### src/rtl/fetch_prefetch_unit.sv
// Instruction-fetch front end: PC, imem read issue, prefetch queue.
// Ports: clk/rst, imem_req/addr/rdata, redirect/redirect_pc, id_valid/instr/pc_plus4/ready.
module fetch_prefetch_unit #(
  parameter logic [31:0] RESET_PC = 32'h0000_0000,
  parameter int unsigned DEPTH    = 4
) (
  input  logic        clk,
  input  logic        rst,
  output logic        imem_req,
  output logic [31:0] imem_addr,
  input  logic [31:0] imem_rdata,
  input  logic        redirect,
  input  logic [31:0] redirect_pc,
  output logic        id_valid,
  output logic [31:0] id_instr,
  output logic [31:0] id_pc_plus4,
  input  logic        id_ready
);

  localparam int unsigned AW = $clog2(DEPTH);
  localparam logic [AW+1:0] DEPTH_C = (AW+2)'(DEPTH);

  logic [31:0]   pc_q, pc_d;
  logic [AW-1:0] wptr_q, wptr_d;
  logic [AW-1:0] rptr_q, rptr_d;
  logic [AW:0]   count_q, count_d;
  logic          inflight_q, inflight_d;
  logic [31:0]   inflight_pc_q, inflight_pc_d;
  logic          squash_q, squash_d;

  logic [31:0] instr_mem [DEPTH];
  logic [31:0] pc4_mem   [DEPTH];

  logic [AW+1:0] occ;
  logic          issue;
  logic          push;
  logic          pop;
  logic          has_head;
  logic          unused_rpc;

  assign unused_rpc = ^redirect_pc[1:0];

  // Words owned by the queue plus the one on its way back.
  assign occ = {1'b0, count_q}
             + (AW+2)'(inflight_q);

  assign issue = rst & ~redirect
               & (occ < DEPTH_C);

  // A return is dropped if its read
  // predates a redirect.
  assign push = inflight_q & ~squash_q
              & ~redirect;

  assign has_head = (count_q != '0);
  assign id_valid = has_head & ~redirect;
  assign pop      = id_valid & id_ready;

  assign imem_req  = issue;
  assign imem_addr = pc_q;

  assign id_instr =
    has_head ? instr_mem[rptr_q] : '0;
  assign id_pc_plus4 =
    has_head ? pc4_mem[rptr_q] : '0;

  always_comb begin
    pc_d          = pc_q;
    wptr_d        = wptr_q;
    rptr_d        = rptr_q;
    count_d       = count_q;
    inflight_d    = issue;
    inflight_pc_d = inflight_pc_q;
    squash_d      = redirect;

    if (issue) begin
      inflight_pc_d = pc_q;
      pc_d          = pc_q + 32'd4;
    end

    if (push) wptr_d = wptr_q + AW'(1);
    if (pop)  rptr_d = rptr_q + AW'(1);

    unique case (1'b1)
      (push & ~pop): count_d = count_q + 1'b1;
      (pop & ~push): count_d = count_q - 1'b1;
      default:       count_d = count_q;
    endcase

    if (redirect) begin
      pc_d    = {redirect_pc[31:2], 2'b00};
      wptr_d  = '0;
      rptr_d  = '0;
      count_d = '0;
    end
  end

  always_ff @(posedge clk) begin
    if (!rst) begin
      pc_q          <= RESET_PC;
      wptr_q        <= '0;
      rptr_q        <= '0;
      count_q       <= '0;
      inflight_q    <= 1'b0;
      inflight_pc_q <= '0;
      squash_q      <= 1'b0;
    end else begin
      pc_q          <= pc_d;
      wptr_q        <= wptr_d;
      rptr_q        <= rptr_d;
      count_q       <= count_d;
      inflight_q    <= inflight_d;
      inflight_pc_q <= inflight_pc_d;
      squash_q      <= squash_d;
    end
  end

  // Storage needs no reset; count gates visibility.
  always_ff @(posedge clk) begin
    if (rst && push) begin
      instr_mem[wptr_q] <= imem_rdata;
      pc4_mem[wptr_q]   <= inflight_pc_q + 32'd4;
    end
  end

endmodule

### config.mk
export PLATFORM = sky130hd
export DESIGN_NAME = fetch_prefetch_unit
export DESIGN_NICKNAME = d
export VERILOG_FILES = /design/src/rtl/fetch_prefetch_unit.sv
export SDC_FILE = /design/constraint.sdc
export NUM_CORES = 1
export LEC_CHECK = 0
export BUFFER_PORTS_ARGS = -buffer_cell sky130_fd_sc_hd__buf_2
export CORE_UTILIZATION = 60
export DETAILED_ROUTE_END_ITERATION = 8
export PLACE_DENSITY_LB_ADDON = 0.12
export SYNTH_ARGS = -nofsm -noshare
export SYNTH_HDL_FRONTEND = slang
export SYNTH_SLANG_ARGS = --single-unit
### constraint.sdc
create_clock -name clk -period 4.9 [get_ports clk]
set_input_delay 0.245 -clock clk [delete_from_list [all_inputs] [get_ports clk]]
set_output_delay 0.245 -clock clk [all_outputs]
set_load 0.02 [all_outputs]
## After elaboration in Yosys (flattened, before gate mapping)

Memory sizes are Yosys's and may differ from the RTL's. A register that Yosys moved wholly into a read port is not among the register bits.
Index checks and enable logic that the tools add are counted.

| storage, ports and cells | value |
|---|---|
| register bits after elaboration | 73 |
| latch bits | 0 |
| RAM bits | 256 |
| memory bits (read-only) | 0 |
| input bits | 68 |
| output and inout bits | 98 |
| logic and storage cells | 47 |
| memories | 2 |

| operators by class | value |
|---|---|
| add/sub/neg operators | 7 |
| multiply operators | 0 |
| div/mod/pow operators | 0 |
| magnitude comparators | 1 |
| equal/unequal tests | 0 |
| shift operators | 0 |
| muxes and demuxes | 11 |
| bitwise gates (word level) | 13 |
| reductions and logical operators | 5 |

Memories:

| name | depth | bits a word | rd ports | clocked after memory_dff | wr ports | line | source |
|---|---|---|---|---|---|---|---|
| instr_mem | 4 | 32 | 1 | 1 | 1 | 31 | `logic [31:0] instr_mem [DEPTH];` |
| pc4_mem | 4 | 32 | 1 | 1 | 1 | 32 | `logic [31:0] pc4_mem [DEPTH];` |

Operators by type and width:

| cell | number |
|---|---|
| $mux W32 | 4 |
| $add A32 B3 Y32 const B | 2 |
| $and A1 B1 Y1 | 8 |
| $mux W2 | 4 |
| $pmux W3 S2 | 1 |
| $not A1 Y1 | 5 |
| $add A2 B1 Y2 const B | 2 |
| $add A3 B1 Y4 | 1 |
| $lt A4 B3 Y1 const B | 1 |
| $reduce_bool A2 Y1 | 2 |
| $add A3 B1 Y3 const B | 1 |
| $reduce_bool A3 Y1 | 1 |
| $sub A3 B1 Y3 const B | 1 |
| $mux W1 | 2 |
| $reduce_or A2 Y1 | 1 |
| $logic_and A1 B1 Y1 | 1 |

## Depth between registers and ports, before layout

| logic depth | value |
|---|---|
| depth after elaboration | 6 |
| depth in mapped cells | 10 |

## Least setup slack after synthesis

No wires, ideal clock.

| timing path | value |
|---|---|
| path kind | in2reg |
| from | input redirect |
| to | memory instr_mem[0][0] (enable) |
| arrival time | 2.291 ns |
| data required time | 4.473 ns |
| path slack | 2.182 ns |
| cell stages on the path | 4 |
| buffers on the path | 2 |
| cell sequence | buf_6 nor2_1 clkbuf_1 and3_1 |

| between the ends | value |
|---|---|
| word-level cells in the longest chain between the ends | 5 |

Ends and longest elaborated chain:

| item | line | source |
|---|---|---|
| start, declared | 12 | `input logic redirect,` |
| $not A1 Y1 | 53 | `& ~redirect;` |
| $and A1 B1 Y1 | 53 |  |
| $logic_and A1 B1 Y1 | 120 | `if (rst && push) begin` |
| $mux W1 | 120 |  |
| $mux W1 (not written as such) | 121 | `instr_mem[wptr_q] <= imem_rdata;` |
| end, declared | 31 |  |

No other way between the ends.

==> flow_summary.yaml <==
clocking:
  cts_resized: 0
  htreeDepth: 1
  clock-root-buffer: "clkbuf_16"
  clock_sinks: 319
  post_cts_buffers: 0
  numCtsBuffers: 31
  insertion_delay_ns: 0.55
  cts_buffer_depth: 3
  tritoncts: "done"
  cts.clk_slew.worst_paths_ns: 0.07
finish:
  drive_above_1_share_pct: 25.9
  antenna_cells: 0
  syn_to_final_growth_pct: 19.3
  final_cell_area_um2: 15800
  fin_util_pct: 74.1
  fin_nets: 1179
yosys:
  synth_edf_count: 248
  synth_ff_type: "edfxtp_1"
  yosys_warnings: 0
  synth_area_leaders: "edfxtp_1 56%, dfxtp_1 11%, mux4_2 11%, and2_1 3.2%, nand2_1 2.9%"
  async_flop_share_pct: 0
  synthAdderAreaFrac_pct: 0.814
  yosys.area_share.simple_pct: 12.0
  ys_seq_area_share_pct: 67.1
  muxShareOfSynthArea_pct: 10.8
  synth_compound_area_share_pct: 4.56
  synth_top_family_by_area: "simple AND/OR/NAND/NOR gates"
  synth_xor_area_share_pct: 2.38
  synth_area_um2: 13200
  ys_ff_latch: 319
  syn_inst: 888
  syn-mean-instance-area_um2: 14.9
  synth.top_cell.area_share_pct: 56.3
  synth.distinct_cells: 61
  synth_top_cell_by_area: "edfxtp_1"
power_and_ir_drop:
  switchingPower_mw: 1.11
  totalPowerFinal_mw: 5.46
  combPwrFrac_pct: 4.4
  p_leak_nw: 5.59
  p_seq_share_pct: 54.5
  peakVddDrop_mv: 0.291
  p_int_mw: 4.35
  swShare_pct: 20.3
  p_clk_share_pct: 41.2
  power_density_nw_per_um2: 346
timing:
  min_period_ns: 3.15
  relSlewSlack_pct: 29.5
  fin_skew_ns: 0.0111
  finalSetupViolCount: 0
  tightestPinTransition_ns: 1.06
  finalMaxSlewViolations: 0
  finalHoldViolCount: 0
  fin_crit_sh_pct: 64.3
  rsz0062_at_grt: "false"
  tns_ns: 0
  fin_ws_ns: 1.75
  max_freq_ghz: 0.318
placement:
  globalplace.congestion: 0.874
  post-place-ws_ns: 2.05
  port_buffers: 159
  dp_hpwl_um: 15800
  place_area_um2: 14200
drt:
  viasPerCell: 5.78
  wirelength_um: 26200
  drc_errors: 0
  drtIter0Drc: 405
  firstDrtPassIters: 5
  num_vias: 8090
  wl_per_cell_um: 18.7
  postRouteAntennaNets: 0
critical_path:
  cp.depth: 4
  critical_path_required_ns: 4.66
  cp-endpoint: "id_pc_plus4[2]"
  cpMaxStageDelayCell: "dfxtp_4"
  startpoint_type: "flip-flop"
  path_max_fanout: 46
  end_kind: "output port"
  path_class: "flip-flop to output port"
  r2r-end: "imem_addr[6]$_SDFFE_PN0P_"
  crit_chain: "buf_4 -> mux4_2 -> and2_1 -> buf_2"
  reg2reg_from: "count_q[0]$_SDFFE_PN0P_"
  cp_slowest_stage_delay_ns: 0.96
  r2r_setup_slack_ns: 2.24
  path_buf_inv: 2
  cp.arrival_ns: 2.90
  crit_family: "flip-flops"
  reg2regPathDepth: 7
job:
  drv_cap: 0
floorplanning:
  initial_core_util_pct: 62.1
  placeableCoreArea_um2: 21300
  ios: 166
  rows: 53
  die_area_um2: 22600
  dieWidth_um: 150
  die_h_um: 150
status:
  status: "finished, final reports clean"
min_path:
  hold_class: "primary input to flip-flop"
  hp-start: "redirect_pc[16]"
grt:
  grt_pass1_wl_um: 41300
  grt_usage_pct: 23.8
  antenna_found_initial: 0
  grt_pass1_vias: 7950
  grt_max_degree: 65
  grt_overflow: 0
[worst register-to-register path: cells and delay by family (launching register included)]
family	cells	cell delay (ns)
flip-flops	1	0.34
AND/OR/NAND/NOR	4	1.00
AO/OA/AOI/OAI	1	0.17
buffers and inverters	2	1.05
[power groups by stage]
stage	combinational, mW	clock, mW	sequential, mW
4_1_cts	0.237	2.28	2.97
2_1_floorplan	0.110	0	3.04
5_1_grt	0.259	2.38	2.98
6_report	0.238	2.25	2.97
3_5_place_dp	0.200	0	3.03
3_3_place_gp	0.196	0	3.03
[synth_stat cells, drive strengths merged, types with 3 or more instances]
master,number
a211o,3
a21oi,46
a22oi,3
a2bb2oi,3
a31oi,10
and2,67
and3,9
and4,8
buf,21
clkbuf,30
dfxtp,71
edfxtp,248
ha,7
inv,12
mux4,62
nand2,102
nand3,29
nand4,23
nor2,30
nor3,5
nor4,5
o211ai,7
o21ai,9
o311a,3
or3,11
or4,3
xnor2,24
xor2,12
[per-stage QoR]
stage | instances | hold WS [ns]
2_1_floorplan | 891 | 0.344
3_3_place_gp | 1286 | 0.450
3_5_place_dp | 1286 | 0.455
4_1_cts | 1400 | 0.0199
5_1_grt | 1400 | 0.0326
6_report | 1400 | 0.0421
[cells in the final DEF (no fill, tap or decap), types with 3 or more instances in the layout]
master / count
bufinv_16: 3
nor4_1: 4
and3_1: 5
xor2_1: 12
conb_1: 4
and4_1: 8
or3_1: 10
clkinv_2: 3
and3_2: 4
o311a_1: 3
ha_1: 7
a22oi_1: 3
a211o_1: 3
buf_4: 11
edfxtp_1: 248
nand3_1: 28
clkbuf_1: 10
a31oi_1: 10
dlygate4sd3_1: 59
clkinv_1: 7
clkbuf_16: 31
nor2_1: 29
inv_1: 11
nand4_1: 21
o211ai_1: 7
buf_2: 159
nor3_1: 4
a21oi_1: 46
mux4_2: 62
a2bb2oi_1: 3
o21ai_0: 8
and2_1: 67
dfxtp_1: 69
xnor2_1: 24
nand2_1: 101
or4_1: 3
[how the worst min path moves through the flow]
stage / to / cells after the start
global placement: imem_addr[28]$_SDFFE_PN0P_ / 2
floorplan: instr_mem[0][0]$_DFFE_PP_ / 0
global route: imem_addr[16]$_SDFFE_PN0P_ / 3
finish: imem_addr[16]$_SDFFE_PN0P_ / 3
detailed placement: imem_addr[31]$_SDFFE_PN0P_ / 3
CTS: imem_addr[16]$_SDFFE_PN0P_ / 3
[cell families after synthesis]
kind of cell	Yosys count
AOI/OAI and AO/OA	97
other	1
buffers and inverters	64
and+or+nand+nor	298
muxes	65
adders and majority gates	8
xor gates and xnor gates	36
DFF	319
[registers in the layout, summed over array words and instances (netlist names), named ones only]
register	cells
squash_q	1
pc4_mem	120
inflight_pc_q	30
inflight_q	1
instr_mem	128
rptr_q	2
wptr_q	2
count_q	3
imem_addr	30
[routing by layer]
| metal | track usage, % | up-vias | wire [um] |
|---|---|---|---|
| li1 | - | 3802 | - |
| met1 | 33.4 | 3948 | 11300 |
| met2 | 39.3 | 304 | 12700 |
| met3 | 3.15 | 36 | 1780 |
| met4 | 6.57 | 0 | 405 |
| met5 | 0 | - | 0 |
[what timing repair did]
| action | 4_1_cts | 5_1_grt |
|---|---|---|
| setup endpoints to repair | 0 | 0 |
| hold endpoints to repair | 154 | 0 |
| hold buffers | 59 | 0 |
[layout make-up]
class                      instances  area (um2)
tap                              275         344
clock buffer                      41         813
fill                            1354        5510
sequential                       319        8870
multi-input combinational        508        4070
inverter                          13        50.0
timing repair buffer             230        1490
clock inverter                    14         140
Power figures use the tool's default switching activity.
